===== src/rtl/uart_tx_arbiter_if.sv =====
// Byte-request / UART TX handshake bundle for uart_tx_arbiter.
// master: the arbiter side. slave: the producers plus the TX as seen from outside.
interface uart_tx_arbiter_if #(
  parameter int unsigned NUM_REQ    = 4,
  parameter int unsigned DATA_WIDTH = 8
);
  localparam int unsigned OwnerW = (NUM_REQ > 1) ? $clog2(NUM_REQ) : 1;

  logic [NUM_REQ-1:0]            req;
  logic [NUM_REQ*DATA_WIDTH-1:0] req_data;
  logic [NUM_REQ-1:0]            grant;
  logic [DATA_WIDTH-1:0]         P_DATA;
  logic                          Data_Valid;
  logic                          Busy;
  logic [OwnerW-1:0]             owner;
  logic                          arb_busy;
  logic                          tx_err;

  modport master (
    input  req, req_data, Busy,
    output grant, P_DATA, Data_Valid, owner, arb_busy, tx_err
  );

  modport slave (
    output req, req_data, Busy,
    input  grant, P_DATA, Data_Valid, owner, arb_busy, tx_err
  );
endinterface


===== src/rtl/uart_tx_arbiter.sv =====
// Shares one UART transmitter among NUM_REQ byte requesters.
// Round-robin by default; defining UART_ARB_FIXED_PRI_EN selects fixed priority
// (lowest set req index wins). All outputs are registered.
module uart_tx_arbiter #(
  parameter int unsigned NUM_REQ      = 4,
  parameter int unsigned DATA_WIDTH   = 8,
  parameter int unsigned GAP_CYCLES   = 2,
  parameter int unsigned BUSY_TIMEOUT = 8
) (
  input logic               CLK,
  input logic               RST,
  uart_tx_arbiter_if.master bus
);

  localparam int unsigned OwnerW  = (NUM_REQ > 1) ? $clog2(NUM_REQ) : 1;
  localparam int unsigned ToW     = (BUSY_TIMEOUT > 1) ? $clog2(BUSY_TIMEOUT) : 1;
  localparam int unsigned GapW    = (GAP_CYCLES > 1) ? $clog2(GAP_CYCLES) : 1;
  localparam int unsigned ToLast  = (BUSY_TIMEOUT > 0) ? BUSY_TIMEOUT - 1 : 0;
  localparam int unsigned GapLoad = (GAP_CYCLES > 0) ? GAP_CYCLES - 1 : 0;

  typedef enum logic [2:0] {
    StIdle,
    StIssue,
    StWaitBusy,
    StWaitDone,
    StGap
  } state_e;

  state_e                  state_q, state_d;
  logic [OwnerW-1:0]       ptr_q, ptr_d;
  logic [OwnerW-1:0]       owner_q, owner_d;
  logic [NUM_REQ-1:0]      grant_q, grant_d;
  logic [DATA_WIDTH-1:0]   p_data_q, p_data_d;
  logic                    dv_q, dv_d;
  logic                    tx_err_q, tx_err_d;
  logic                    arb_busy_q, arb_busy_d;
  logic [ToW-1:0]          to_cnt_q, to_cnt_d;
  logic [GapW-1:0]         gap_cnt_q, gap_cnt_d;

  logic                    win_found;
  logic [OwnerW-1:0]       win_idx;
  logic [OwnerW-1:0]       scan_idx;
  logic [DATA_WIDTH-1:0]   data_arr [NUM_REQ];

  for (genvar g = 0; g < NUM_REQ; g++) begin : g_slice
    assign data_arr[g] = bus.req_data[g*DATA_WIDTH +: DATA_WIDTH];
  end

  // Winner search: first set req bit scanning upward (with wrap) from the start index.
  always_comb begin
    win_found = 1'b0;
    win_idx   = '0;
    scan_idx  = '0;
    for (int unsigned i = 0; i < NUM_REQ; i++) begin
`ifdef UART_ARB_FIXED_PRI_EN
      scan_idx = OwnerW'(i);
`else
      scan_idx = OwnerW'((32'(ptr_q) + i) % NUM_REQ);
`endif
      if (!win_found && bus.req[scan_idx]) begin
        win_found = 1'b1;
        win_idx   = scan_idx;
      end
    end
  end

  // Next-state and registered-output logic; pulses default low, everything else holds.
  always_comb begin
    state_d   = state_q;
    ptr_d     = ptr_q;
    owner_d   = owner_q;
    grant_d   = '0;
    p_data_d  = p_data_q;
    dv_d      = 1'b0;
    tx_err_d  = 1'b0;
    to_cnt_d  = to_cnt_q;
    gap_cnt_d = gap_cnt_q;

    unique case (state_q)
      StIdle: begin
        if (win_found) begin
          grant_d  = NUM_REQ'(1) << win_idx;
          p_data_d = data_arr[win_idx];
          owner_d  = win_idx;
          ptr_d    = (win_idx == OwnerW'(NUM_REQ - 1)) ? '0 : win_idx + 1'b1;
          state_d  = StIssue;
        end
      end
      StIssue: begin
        dv_d     = 1'b1;
        to_cnt_d = '0;
        state_d  = StWaitBusy;
      end
      StWaitBusy: begin
        if (bus.Busy) begin
          state_d = StWaitDone;
        end else if (to_cnt_q == ToW'(ToLast)) begin
          // TX never acknowledged; the byte is dropped, not retried.
          tx_err_d = 1'b1;
          state_d  = StIdle;
        end else begin
          to_cnt_d = to_cnt_q + 1'b1;
        end
      end
      StWaitDone: begin
        if (!bus.Busy) begin
          if (GAP_CYCLES == 0) begin
            state_d = StIdle;
          end else begin
            gap_cnt_d = GapW'(GapLoad);
            state_d   = StGap;
          end
        end
      end
      StGap: begin
        if (gap_cnt_q == '0) begin
          state_d = StIdle;
        end else begin
          gap_cnt_d = gap_cnt_q - 1'b1;
        end
      end
      default: state_d = StIdle;
    endcase

    arb_busy_d = (state_d != StIdle);
  end

  // State and output registers with synchronous active-low reset.
  always_ff @(posedge CLK) begin
    if (!RST) begin
      state_q    <= StIdle;
      ptr_q      <= '0;
      owner_q    <= '0;
      grant_q    <= '0;
      p_data_q   <= '0;
      dv_q       <= 1'b0;
      tx_err_q   <= 1'b0;
      arb_busy_q <= 1'b0;
      to_cnt_q   <= '0;
      gap_cnt_q  <= '0;
    end else begin
      state_q    <= state_d;
      ptr_q      <= ptr_d;
      owner_q    <= owner_d;
      grant_q    <= grant_d;
      p_data_q   <= p_data_d;
      dv_q       <= dv_d;
      tx_err_q   <= tx_err_d;
      arb_busy_q <= arb_busy_d;
      to_cnt_q   <= to_cnt_d;
      gap_cnt_q  <= gap_cnt_d;
    end
  end

  assign bus.grant      = grant_q;
  assign bus.P_DATA     = p_data_q;
  assign bus.Data_Valid = dv_q;
  assign bus.owner      = owner_q;
  assign bus.arb_busy   = arb_busy_q;
  assign bus.tx_err     = tx_err_q;

endmodule


===== src/flat_wrapper.sv =====
// flat-port wrapper written by rule: the top's interface ports become plain ports
module uart_tx_arbiter_flat 
#(
  parameter int unsigned NUM_REQ      = 4,
  parameter int unsigned DATA_WIDTH   = 8,
  parameter int unsigned GAP_CYCLES   = 2,
  parameter int unsigned BUSY_TIMEOUT = 8
)
  (CLK, RST, bus_req, bus_req_data, bus_Busy, bus_grant, bus_P_DATA, bus_Data_Valid, bus_owner, bus_arb_busy, bus_tx_err);
  uart_tx_arbiter_if #(.NUM_REQ(NUM_REQ), .DATA_WIDTH(DATA_WIDTH)) bus_i ();
  input logic CLK;
  input logic RST;
  input wire logic [$bits(bus_i.req)-1:0] bus_req;
  input wire logic [$bits(bus_i.req_data)-1:0] bus_req_data;
  input wire logic [$bits(bus_i.Busy)-1:0] bus_Busy;
  output wire logic [$bits(bus_i.grant)-1:0] bus_grant;
  output wire logic [$bits(bus_i.P_DATA)-1:0] bus_P_DATA;
  output wire logic [$bits(bus_i.Data_Valid)-1:0] bus_Data_Valid;
  output wire logic [$bits(bus_i.owner)-1:0] bus_owner;
  output wire logic [$bits(bus_i.arb_busy)-1:0] bus_arb_busy;
  output wire logic [$bits(bus_i.tx_err)-1:0] bus_tx_err;
  assign bus_i.req = bus_req;
  assign bus_i.req_data = bus_req_data;
  assign bus_i.Busy = bus_Busy;
  assign bus_grant = bus_i.grant;
  assign bus_P_DATA = bus_i.P_DATA;
  assign bus_Data_Valid = bus_i.Data_Valid;
  assign bus_owner = bus_i.owner;
  assign bus_arb_busy = bus_i.arb_busy;
  assign bus_tx_err = bus_i.tx_err;
  uart_tx_arbiter #(.NUM_REQ(NUM_REQ), .DATA_WIDTH(DATA_WIDTH), .GAP_CYCLES(GAP_CYCLES), .BUSY_TIMEOUT(BUSY_TIMEOUT)) u_core (.CLK(CLK), .RST(RST), .bus(bus_i));
endmodule

===== config.mk =====
export PLATFORM = sky130hd
export DESIGN_NAME = uart_tx_arbiter_flat
export DESIGN_NICKNAME = d
export VERILOG_FILES = /design/src/rtl/uart_tx_arbiter_if.sv /design/src/rtl/uart_tx_arbiter.sv /design/src/flat_wrapper.sv
export SDC_FILE = /design/constraint.sdc
export NUM_CORES = 1
export LEC_CHECK = 0
export BUFFER_PORTS_ARGS = -buffer_cell sky130_fd_sc_hd__buf_2
export CORE_ASPECT_RATIO = 2
export CORE_MARGIN = 2
export CORE_UTILIZATION = 47
export CTS_CLUSTER_DIAMETER = 40
export DETAILED_ROUTE_END_ITERATION = 7
export PLACE_DENSITY = 0.86
export SYNTH_ARGS = -nofsm -noshare
export SYNTH_HDL_FRONTEND = slang
export SYNTH_SLANG_ARGS = --single-unit

===== constraint.sdc =====
create_clock -name CLK -period 2.28 [get_ports CLK]
set_clock_uncertainty 0.15 [all_clocks]
set_input_delay 0.228 -clock CLK [delete_from_list [all_inputs] [get_ports CLK]]
set_output_delay 0.228 -clock CLK [all_outputs]
set_load 0.02 [all_outputs]

; After elaboration in Yosys (flattened, before gate mapping)
; Cells that the tools add are included.
[classes]
n_bitwise = 3
n_lt_le_gt_ge = 5
shifts = 1
n_mux = 34
add_sub_neg = 6
n_reduce_logical = 15
eq_ne = 9
[op_table]
columns = operator, count
row1 = two-way mux 3 bit, 7
row2 = binary-select mux 8 bit (select 2 bit), 1
row3 = two-way mux 8 bit, 2
row4 = case mux 3 bit (5 select lines), 1
row5 = "less-than comparator 2 x 3 -> 1 bit, second input constant", 4
row6 = two-way mux 1 bit, 12
row7 = two-way mux 2 bit, 5
row8 = binary-select mux 1 bit (select 2 bit), 4
row9 = "equality test 3 x 2 -> 1 bit, second input constant", 2
row10 = "equality test 3 bit, second input constant", 2
row11 = "!= test 2 bit, second input constant", 3
row12 = case mux 3 bit (2 select lines), 1
row13 = AND reduction 3 bit, 2
row14 = "adder 2 x 1 -> 2 bit, second input constant", 2
row15 = "adder 2 bit, second input constant", 2
row16 = AND reduction 2 bit, 2
row17 = nonzero test 2 bit, 2
row18 = "left shift 1 x 2 -> 4 bit, first input constant", 1
row19 = "adder 3 x 1 -> 3 bit, second input constant", 1
row20 = "equality test 3 x 1 -> 1 bit, second input constant", 1
row21 = "greater-or-equal comparator 3 bit, second input constant", 1
row22 = logical AND 1 bit, 3
row23 = zero test 1 bit, 3
row24 = zero test 3 bit, 1
row25 = other kinds (7), 8
[totals]
inputBits = 39
output_inout_bits = 17
reg_bits = 26
wordCells = 83

; Longest topological paths before layout
; Gate-level depths: netlist of the first run.
[logic_depth]
ltp_word = 16
depth_mapped = 8
mapped_depth_nobuf = 7

; Least setup slack after synthesis of the first run
; Ideal clock, no wire load.
[synth_path]
path_type = register to register
start = register u_core.ptr_q[0]
end = register u_core.p_data_q[0] (netlist: u_core.bus.P_DATA[0])
t_required_ps = 2001
arrival_ps = 1419
setup_time_ps = 129
setup_slack_ps = 582
period_less_slack_ps = 1698
n_path_buf = 1
stages_incl_launch_ff = 7
path_cell_list = dfxtp_1 > inv_1 > a21oi_1 > a2bb2oi_1 > buf_2 > mux2i_1 > o221ai_2
[synth_between]
elab_chain_cells = 16
elab_cells_between_ends = 30
classes_between = add/sub (3) / mux (19) / bitwise (1) / reduce/logical (7)
[synth_rtl]
columns = element, line
row1 = start: declaration, uart_tx_arbiter.sv:30  ; logic [OwnerW-1:0] ptr_q, ptr_d;
row2 = start signal: assignment, uart_tx_arbiter.sv:143  ; ptr_q <= ptr_d;
row3 = "parallel branches: the longest is 16 deep, another holds adder 2 x 1 -> 2 bit", --
row4 = end signal: assignment, uart_tx_arbiter.sv:146  ; p_data_q <= p_data_d;
row5 = end: declaration, uart_tx_arbiter.sv:33  ; logic [DATA_WIDTH-1:0] p_data_q, p_data_d;
; Parallel ways; which one is timed is not known. The select of a mux whose other input is x is not followed.
; A chain may end at the register's enable or synchronous reset.

; Final worst setup path of the first run
[layout_path]
start = register u_core.to_cnt_q[0]
end = register u_core.to_cnt_q[0]
[layout_between]
elab_chain_cells = 4
elab_cells_between_ends = 7
classes_between = add/sub (1) / eq/ne (2) / mux (3) / reduce/logical (1)
[layout_rtl]
columns = element, line
row1 = start: declaration, uart_tx_arbiter.sv:37  ; logic [ToW-1:0] to_cnt_q, to_cnt_d;
row2 = start signal: assignment, uart_tx_arbiter.sv:150  ; to_cnt_q <= to_cnt_d;
row3 = adder 3 x 1 -> 3 bit, uart_tx_arbiter.sv:102  ; to_cnt_d = to_cnt_q + 1'b1;
row4 = two-way mux 3 bit, uart_tx_arbiter.sv:97  ; end else if (to_cnt_q == ToW'(ToLast)) begin
row5 = two-way mux 3 bit, uart_tx_arbiter.sv:95  ; if (bus.Busy) begin
row6 = case mux 3 bit (2 select lines), uart_tx_arbiter.sv:79  ; unique case (state_q)
; Several ways; a longest one is shown, not always the timed one. The select of a mux whose other input is x is not followed.

==> results.cfg, run 1 <==
[synth]
ys_ff_latch = 26
async_flop_share_pct = 0
synth_top_cell_by_area = dfxtp_1
synth_edf_count = 0
yosysUniqueCellTypes = 25
synthesis.instances = 142
yosysTopAreaCellShare_pct = 39.5
synth.most_common_cell = dfxtp_1
yosysWarnings = 0
ys_seq_area_share_pct = 39.5
ys.flop_type = dfxtp_1
synth_area_leaders = dfxtp_1 (40%), mux2i_1 (14%), o221ai_2 (9.1%), a21oi_1 (6.1%), nand3_1 (4.2%)
avgSynthCellArea_sq_um = 9.28
synth_area_sq_mm = 0.00132
syn_nets = 184
synth_common_cells = dfxtp_1 (26), mux2i_1 (18), a21oi_1 (16)

[status]
run_status = finished, final reports clean

[route]
wl_per_cell_microns = 13.8
viasPerCell = 5.83
drc = 0
vias = 1312
drt_iter0_drc = 35
ant_nets = 0
drt-total-wl_mm = 3.11
drt-pass1-iter-count = 5

[sta]
rsz0062_at_grt = false
drv_slew = 0
setup_viol = 0
period_share_pct = 83.0
tightest_slew_ns = 0.492
max_slew_margin_pct = 67.2
tns_ns = 0
fmax_mhz = 528
hold_violations = 0
period_needed_ns = 1.89

[power_and_ir_drop]
vdd_drop_max_v = 0.000402
power.leakage_uw = 0.000752
power_density_mw_per_mm2 = 810
seqPwrFrac_pct = 41.9
switchingPower_uw = 472
p_total_uw = 1350
switching_share_pct = 34.8
p_int_uw = 882
combPwrFrac_pct = 36.3
clkPwrFrac_pct = 21.8

[grt]
grt_pass1_vias = 1351
grt_overflow = 0
grt_max_degree = 22
grt.total_usage_pct = 20.4
grt_pass1_wl_mm = 5.39
grt_antenna_before_repair = 0

[critical_path]
rr_startpoint = u_core.to_cnt_q[0]
worst_ep_required_time_ns = 2.28
critPathArrivalTime_ns = 1.90
rrSetupSlack_ns = 0.39
reg2reg_depth = 7
startpoint_type = flip-flop
worst-path-max-fanout = 5
criticalPathCategory = reg2reg
cp-end-kind = flip-flop
crit_end = u_core.to_cnt_q[0]
worstReg2RegEnd = u_core.to_cnt_q[0]
setup.worst_path.start = u_core.to_cnt_q[0]

[floorplan]
pin_count = 56
chipWidth_microns = 41.4
core_region_area_sq_mm = 0.00270
rows = 27
die_area_sq_mm = 0.00327
die_h_microns = 78.9
start_util_pct = 48.8

[clocking]
cts_tree = yes
cts-htree-levels = 1
cts_buffers = 3
holdBufCountCts = 0
clock_sink_count = 26
cts_setup_buffers = 0
cts_buffer_depth = 2
cts_resized = 0
clock-root-buffer = clkbuf_8
path_clk_slew_ns = 0.09
clk_latency_ns = 0.27

[placed_design]
hpwlAfterDp_mm = 2.47
gp_congestion = 0.838
portBuffers = 55

[flow_run]
drv_cap = 0

[layout]
drive_gt1_share_pct = 38.8
area_growth_pct = 26.8
fin_nets = 239
diodes = 0

[hold_path]
hp-class = in2reg
[placed cells by master, fill, tap and decap left out]
cell | Yosys | routed
nor3_1 | 4 | 4
o21ai_0 | 4 | 4
a21oi_1 | 16 | 16
a2bb2oi_2 | 0 | 1
clkbuf_8 | 0 | 4
mux2i_1 | 18 | 18
buf_2 | 4 | 55
nand2_1 | 9 | 9
nor4_1 | 1 | 1
o22ai_2 | 1 | 1
dfxtp_1 | 26 | 26
nor3_2 | 1 | 1
o41a_1 | 1 | 1
o41ai_2 | 1 | 1
inv_1 | 4 | 4
or3_1 | 1 | 1
nand3_2 | 1 | 1
ha_1 | 3 | 3
nand3_1 | 11 | 11
nor2_1 | 14 | 14
nand3b_1 | 2 | 2
nor2_2 | 1 | 1
nand2b_1 | 6 | 6
o221ai_2 | 8 | 8
buf_4 | 0 | 3
[cell type report]
type | instances | area, sq um
Timing Repair Buffer | 58 | 298
Clock buffer | 4 | 55.1
Inverter | 4 | 15.0
Multi-Input combinational cell | 104 | 746
Fill cell | 242 | 1030
Sequential cell | 26 | 520
Tap cell | 29 | 36.3
[flip-flops by register name (all words and copies together), names as in the netlist]
register and cells:
u_core.bus.tx_err 1, u_core.ptr_q 2, u_core.bus.P_DATA 8, u_core.bus.grant 4, u_core.bus.owner 2, u_core.to_cnt_q 3, u_core.state_q 3, u_core.bus.Data_Valid 1
u_core.gap_cnt_q 1, u_core.bus.arb_busy 1
[critical path: stages (launching register included)]
cell and delay (ns):
dfxtp_1 0.34, ha_1 0.20, ha_1 0.21, nor2_1 0.12, nand3b_1 0.10, a21oi_1 0.36, mux2i_1 0.25, nor2_1 0.06
[layer usage]
metal / GRT usage, % / wire length [microns] / vias to the layer above
met5: 0 / 0 / -
met1: 17.5 / 1050 / 619
met2: 40.5 / 1760 / 62
met4: 11.0 / 48 / 0
met3: 5.23 / 241 / 6
li1: - / - / 625
[worst min path at each step]
stage	start	endpoint	slack, ns	cells past startpoint
after floorplan	bus_Busy	u_core.state_q[0]	0.23	2
final	bus_Busy	u_core.state_q[0]	0.11	3
after global routing	bus_Busy	u_core.state_q[0]	0.1	3
after global placement	u_core.to_cnt_q[1]	u_core.to_cnt_q[1]	0.31	2
after detailed placement	u_core.bus.owner[1]	u_core.bus.owner[1]	0.31	2
after CTS	bus_Busy	u_core.state_q[0]	0.09	3
[per-stage QoR]
step | util (%) | instances | hold slack [ns] | instance area [sq um] | setup WS [ns]
final | 61.8 | 225 | 0.110 | 1670 | 0.387
after global routing | 61.8 | 225 | 0.0960 | 1670 | 0.303
after detailed placement | 59.8 | 221 | 0.308 | 1620 | 0.417
after floorplan | - | 142 | 0.229 | 1320 | 0.582
after CTS | 61.8 | 225 | 0.0926 | 1670 | 0.401
after global placement | 59.8 | 221 | 0.311 | 1620 | 0.466
[power by group through the flow]
stage               clock (uW)  sequential [uW]  combinational [uW]
floorplan                    0              624                 301
global placement             0              574                 484
detailed placement           0              577                 494
CTS                        304              566                 495
global route               330              575                 537
finish                     296              567                 492
[cells by family (layout without fill, tap and decap cells)]
family / Yosys count / count (layout) / synth area share, %
buf+inv: 12 / 66 / 4.37
compound gates: 32 / 32 / 20.4
simple gates: 51 / 51 / 19.2
fa+ha+maj: 3 / 3 / 2.85
flops: 26 / 26 / 39.5
mux: 18 / 18 / 13.7
No activity file was read; power rests on OpenSTA's default activity.
==> run 2, diff against run 1 <==
Clock period 2.28 ns to 1.8 ns, I/O delays scaled along.
==> run 2 against run 1 <==
Against the previous run:
- clock power up 29%
- critical path depth down 1
- global-route usage rose by 0.084 points
- cell area rose by 8.4%
- sequential power up 26%
- flip-flop and latch count unchanged
- critical path type unchanged
- critical endpoint is now u_core.bus.P_DATA[7]
- largest power group is now combinational cells
==> results.cfg, run 2 (synthesis results as in run 1) <==
[layout]
final_cell_mix = buf_2 (55), dfxtp_1 (23), mux2i_1 (17)
fillCellCount = 217
fin_nets = 245
seqCellArea_sq_um = 524
finish.instance_area_sq_mm = 0.00181
area_growth_pct = 37.4
drive_gt1_share_pct = 45.0
largest_register_ffs = 8
layout.cells.most_common = buf_2
diodes = 0
multi_input_area_sq_um = 790
fin_util_pct = 67.0

[power_and_ir_drop]
switching_share_pct = 35.3
switchingPower_uw = 659
seqPwrFrac_pct = 38.3
p_int_uw = 1210
power.leakage_uw = 0.000802
clkPwrFrac_pct = 20.5
power_density_mw_per_mm2 = 1030
combPwrFrac_pct = 41.2
vdd_drop_max_v = 0.000691

[critical_path]
criticalPathCategory = reg2reg
rrSetupSlack_ns = 0.01
cp-end-kind = flip-flop
reg2reg_depth = 6
worst-path-max-fanout = 10
crit_end = u_core.bus.P_DATA[7]
critPathArrivalTime_ns = 1.80
rr_startpoint = u_core.ptr_q[1]
slowest_delay_ns = 0.36
setup.worst_path.start = u_core.ptr_q[1]
path_cells = nand2_1 > nand3b_1 > a2bb2oi_4 > clkbuf_16 > mux2i_1 > o221ai_2
worstReg2RegEnd = u_core.bus.P_DATA[7]
startpoint_type = flip-flop
cp_slowest_cell = dfxtp_2
worst_ep_required_time_ns = 1.81

[grt]
grt_antenna_before_repair = 0
grt_max_degree = 22
grt_pass1_wl_mm = 5.35
grt.total_usage_pct = 20.5
grt_pass1_vias = 1354
grt_overflow = 0

[sta]
tightest_slew_ns = 0.260
setup_viol = 0
hold_violations = 0
drv_slew = 0
max_slew_margin_pct = 82.1
fmax_mhz = 559
finalWorstSetupSlack_ns = 0.0121
period_needed_ns = 1.79
period_share_pct = 99.3

[route]
wl_per_cell_microns = 16.2
viasPerCell = 5.73
drt-total-wl_mm = 3.73
drt-pass1-iter-count = 4
vias = 1324
ant_nets = 0
drc = 0
drt_iter0_drc = 33

[placed_design]
gp_congestion = 0.795
hpwlAfterDp_mm = 2.48
dp_slack_ns = -0.00353
portBuffers = 55
placed_cell_area_sq_mm = 0.00165

[clocking]
cts_buffer_depth = 2
path_clk_slew_ns = 0.09
cts_buffers = 3
clk_latency_ns = 0.28
cts-htree-levels = 1
cts_tree = yes
clock_sink_count = 26
clock-root-buffer = clkbuf_8

[floorplan]
pin_count = 56
chipWidth_microns = 41.4
core_region_area_sq_mm = 0.00270
start_util_pct = 48.8
rows = 27
die_h_microns = 78.9
die_area_sq_mm = 0.00327

[status]
run_status = finished, final reports clean

[hold_path]
hp-class = in2reg

[flow_run]
drv_cap = 0
-- run 2: cell types whose count changed in the layout (fill, tap and decap cells not counted), moves of 2 or more --
cell | before | now
clkbuf_16 | 0 | 2
a21oi_2 | 0 | 3
dfxtp_2 | 0 | 3
dfxtp_1 | 26 | 23
a21oi_1 | 16 | 13
buf_4 | 3 | 6
-- run 2: worst min-delay path by stage --
stage | startpoint | cells after the start | to
3_5_place_dp | u_core.bus.owner[1] | 2 | u_core.bus.owner[1]
3_3_place_gp | u_core.bus.owner[1] | 2 | u_core.bus.owner[1]
2_1_floorplan | bus_Busy | 2 | u_core.state_q[0]
6_report | bus_Busy | 3 | u_core.state_q[0]
5_1_grt | bus_Busy | 3 | u_core.state_q[0]
4_1_cts | bus_Busy | 3 | u_core.state_q[0]
-- run 2: cell type report --
class	count	share of cell area (%)
multi-input cells	104	43.6
inverters	4	0.829
repair buffers	64	21.6
flip-flops and latches	26	29.0
clock buffers	4	3.04
well taps	29	2.00
-- run 2: power by group through the flow --
stage	combinational, uW	sequential, uW	clock, uW
final	768	714	383
after global routing	822	722	408
after CTS	669	706	390
after detailed placement	664	720	0
after global placement	647	718	0
after floorplan	381	791	0
-- run 2: worst max-delay path: cells and delay by family, from the launching register on --
kind                   cells  cell delay, ns
and+or+nand+nor            2            0.25
buffers and inverters      1            0.22
muxes                      1            0.29
DFF                        1            0.36
AOI/OAI and AO/OA          2            0.41
-- run 2: stage by stage --
stage,hold WS (ns),std cells,power (uW),setup TNS (ns)
after detailed placement,0.316,224,1380,-0.00353
after global routing,0.0668,231,1950,-0.158
after global placement,0.307,224,1360,0
final,0.0395,231,1870,0
after floorplan,0.181,142,1170,0
after CTS,0.0337,228,1770,0
-- run 2: timing repair --
item,in CTS,in global routing
buffers inserted,0,1
cloned,0,2
resized for setup,1,11
hold buffers,0,0
setup endpoints to repair,1,12
pin swaps,0,3
-- run 2: per-layer routing --
layer / part of all wire (%) / up-vias / global-route usage (%)
li1: - / 637 / -
met1: 35 / 624 / 17.9
met2: 57 / 53 / 40.3
met3: 5.7 / 10 / 2.73
met4: 3.0 / 0 / 14.5
met5: 0 / - / 0
==> run 3, diff against run 2 <==
Settings changed: CORE_MARGIN 2 to not set, CORE_UTILIZATION 47 to 49, CTS_BUF_LIST set to sky130_fd_sc_hd__clkbuf_8, PLACE_DENSITY 0.86 to 0.89.
==> run 3 against run 2 <==
Against the previous run:
- critical path depth unchanged
- power fell by 4.3%
- cell area decreased by 2.9%
- largest cell class unchanged
- flip-flop and latch count stayed put
- count of clock-buffer cells in the layout unchanged
- die area fell by 11%
- non-clock buffer count decreased by 1
==> results.cfg, run 3 (synthesis results as in run 1) <==
[floorplan]
chipWidth_microns = 38.7
die_h_microns = 75.3
die_area_sq_mm = 0.00291
pin_count = 56
core_region_area_sq_mm = 0.00254
rows = 26
start_util_pct = 51.9

[clocking]
cts_buffers = 3
cts-htree-levels = 1
holdBufCountCts = 0
cts_buffer_depth = 2
clk_latency_ns = 0.26
path_clk_slew_ns = 0.09
cts_tree = yes
clock_sink_count = 26
clock-root-buffer = clkbuf_8

[grt]
grt_antenna_before_repair = 0
grt_pass1_vias = 1244
grt_overflow = 0
grt_max_degree = 22
grt.total_usage_pct = 22.6
grt_pass1_wl_mm = 4.82

[sta]
drv_slew = 0
hold_violations = 0
finalHoldWorstSlack_ns = 0.0540
period_share_pct = 96.2
period_needed_ns = 1.73
setup_viol = 0
max_slew_margin_pct = 80.2
fmax_mhz = 578
tightest_slew_ns = 0.294

[placed_design]
gp_congestion = 0.788
portBuffers = 55
hpwlAfterDp_mm = 2.43

[critical_path]
reg2reg_depth = 6
slowest_delay_ns = 0.37
rrSetupSlack_ns = 0.07
worst-path-max-fanout = 10
path_cells = mux2i_1 > o22ai_2 > nor2_2 > or3_1 > buf_6 > o221ai_2
cp_top_family = simple AND/OR/NAND/NOR gates
worstReg2RegEnd = u_core.bus.P_DATA[6]
path_buf_inv = 1
startpoint_type = flip-flop
cp_slowest_cell = or3_1
criticalPathCategory = reg2reg
worst_ep_required_time_ns = 1.84
cp-end-kind = flip-flop
critPathArrivalTime_ns = 1.77
rr_startpoint = u_core.ptr_q[1]
crit_cells = 6

[power_and_ir_drop]
p_total_uw = 1790
power_density_mw_per_mm2 = 1020
vdd_drop_max_v = 0.000654
power.leakage_uw = 0.000784

[layout]
final_cell_mix = buf_2 (55), dfxtp_1 (24), mux2i_1 (16)
fin_util_pct = 69.3
largest_register_ffs = 8
fillCellCount = 200
drive_gt1_share_pct = 43.8
fin_nets = 244
diodes = 0
area_growth_pct = 33.4
layout.cells.most_common = buf_2

[route]
route.top_layer_used = met4
viasPerCell = 5.64
drt-total-wl_mm = 3.23
drt_iter0_drc = 23
wl_met1_mm = 1.14
wl_met2_mm = 1.91
drc = 0
vias = 1292
ant_nets = 0
met3_length_microns = 130
drt-pass1-iter-count = 4
wl_per_cell_microns = 14.1

[flow_run]
drv_cap = 0

[hold_path]
hold_end = u_core.bus.P_DATA[6]
hp-start = bus_req_data[14]
min_delay_path_depth = 3
hp-class = in2reg

[status]
run_status = finished, final reports clean
[run 3: worst register-to-register path, cell delays in order, from the launching register on]
cell      delay [ns]
dfxtp_2         0.36
mux2i_1         0.13
o22ai_2         0.23
nor2_2          0.11
or3_1           0.37
buf_6           0.16
o221ai_2        0.15
[run 3: cell type report]
type | count | area (sq um) | share of cell area (%)
Sequential cell | 26 | 523 | 29.8
Tap cell | 28 | 35.0 | 1.99
Inverter | 4 | 15.0 | 0.854
Timing Repair Buffer | 63 | 352 | 20.0
Multi-Input combinational cell | 104 | 778 | 44.3
Clock buffer | 4 | 55.1 | 3.13
[run 3: repair_timing]
item,in CTS,in global routing
gates cloned,0,0
gates resized for setup,2,8
setup endpoints to repair,2,12
pin swaps,0,3
buffers inserted,0,1
[run 3: report_power, final]
group	internal [uW]	leakage [uW]	switching, uW
Clock	195	0.0000288	172
Sequential	661	0.000214	48.9
Combinational	307	0.000542	401
[run 3: metal layers]
| metal | global-route usage (%) | up-vias |
|---|---|---|
| met5 | 0 | - |
| met4 | 9.20 | 0 |
| met3 | 2.04 | 6 |
| met2 | 47.4 | 36 |
| met1 | 19.3 | 616 |
| li1 | - | 634 |
[run 3: metrics by stage]
stage	std cells	worst slack, ns	setup TNS, ns	area [sq um]
2_1_floorplan	142	0.102	0	1320
3_3_place_gp	224	0.0738	0	1660
3_5_place_dp	224	-0.0160	-0.0160	1660
4_1_cts	228	0.0253	0	1720
5_1_grt	229	-0.0178	-0.0259	1760
6_report	229	0.0690	0	1760
[run 3: how the worst max path moves through the flow]
stage / from / endpoint / slack [ns]
after floorplan: u_core.ptr_q[0] / u_core.bus.P_DATA[0] / 0.10
after global placement: u_core.to_cnt_q[0] / u_core.to_cnt_q[0] / 0.07
after detailed placement: u_core.to_cnt_q[0] / u_core.to_cnt_q[0] / -0.02
after CTS: u_core.ptr_q[1] / u_core.bus.P_DATA[6] / 0.03
after global routing: u_core.ptr_q[1] / u_core.bus.P_DATA[6] / -0.02
final: u_core.ptr_q[1] / u_core.bus.P_DATA[6] / 0.07
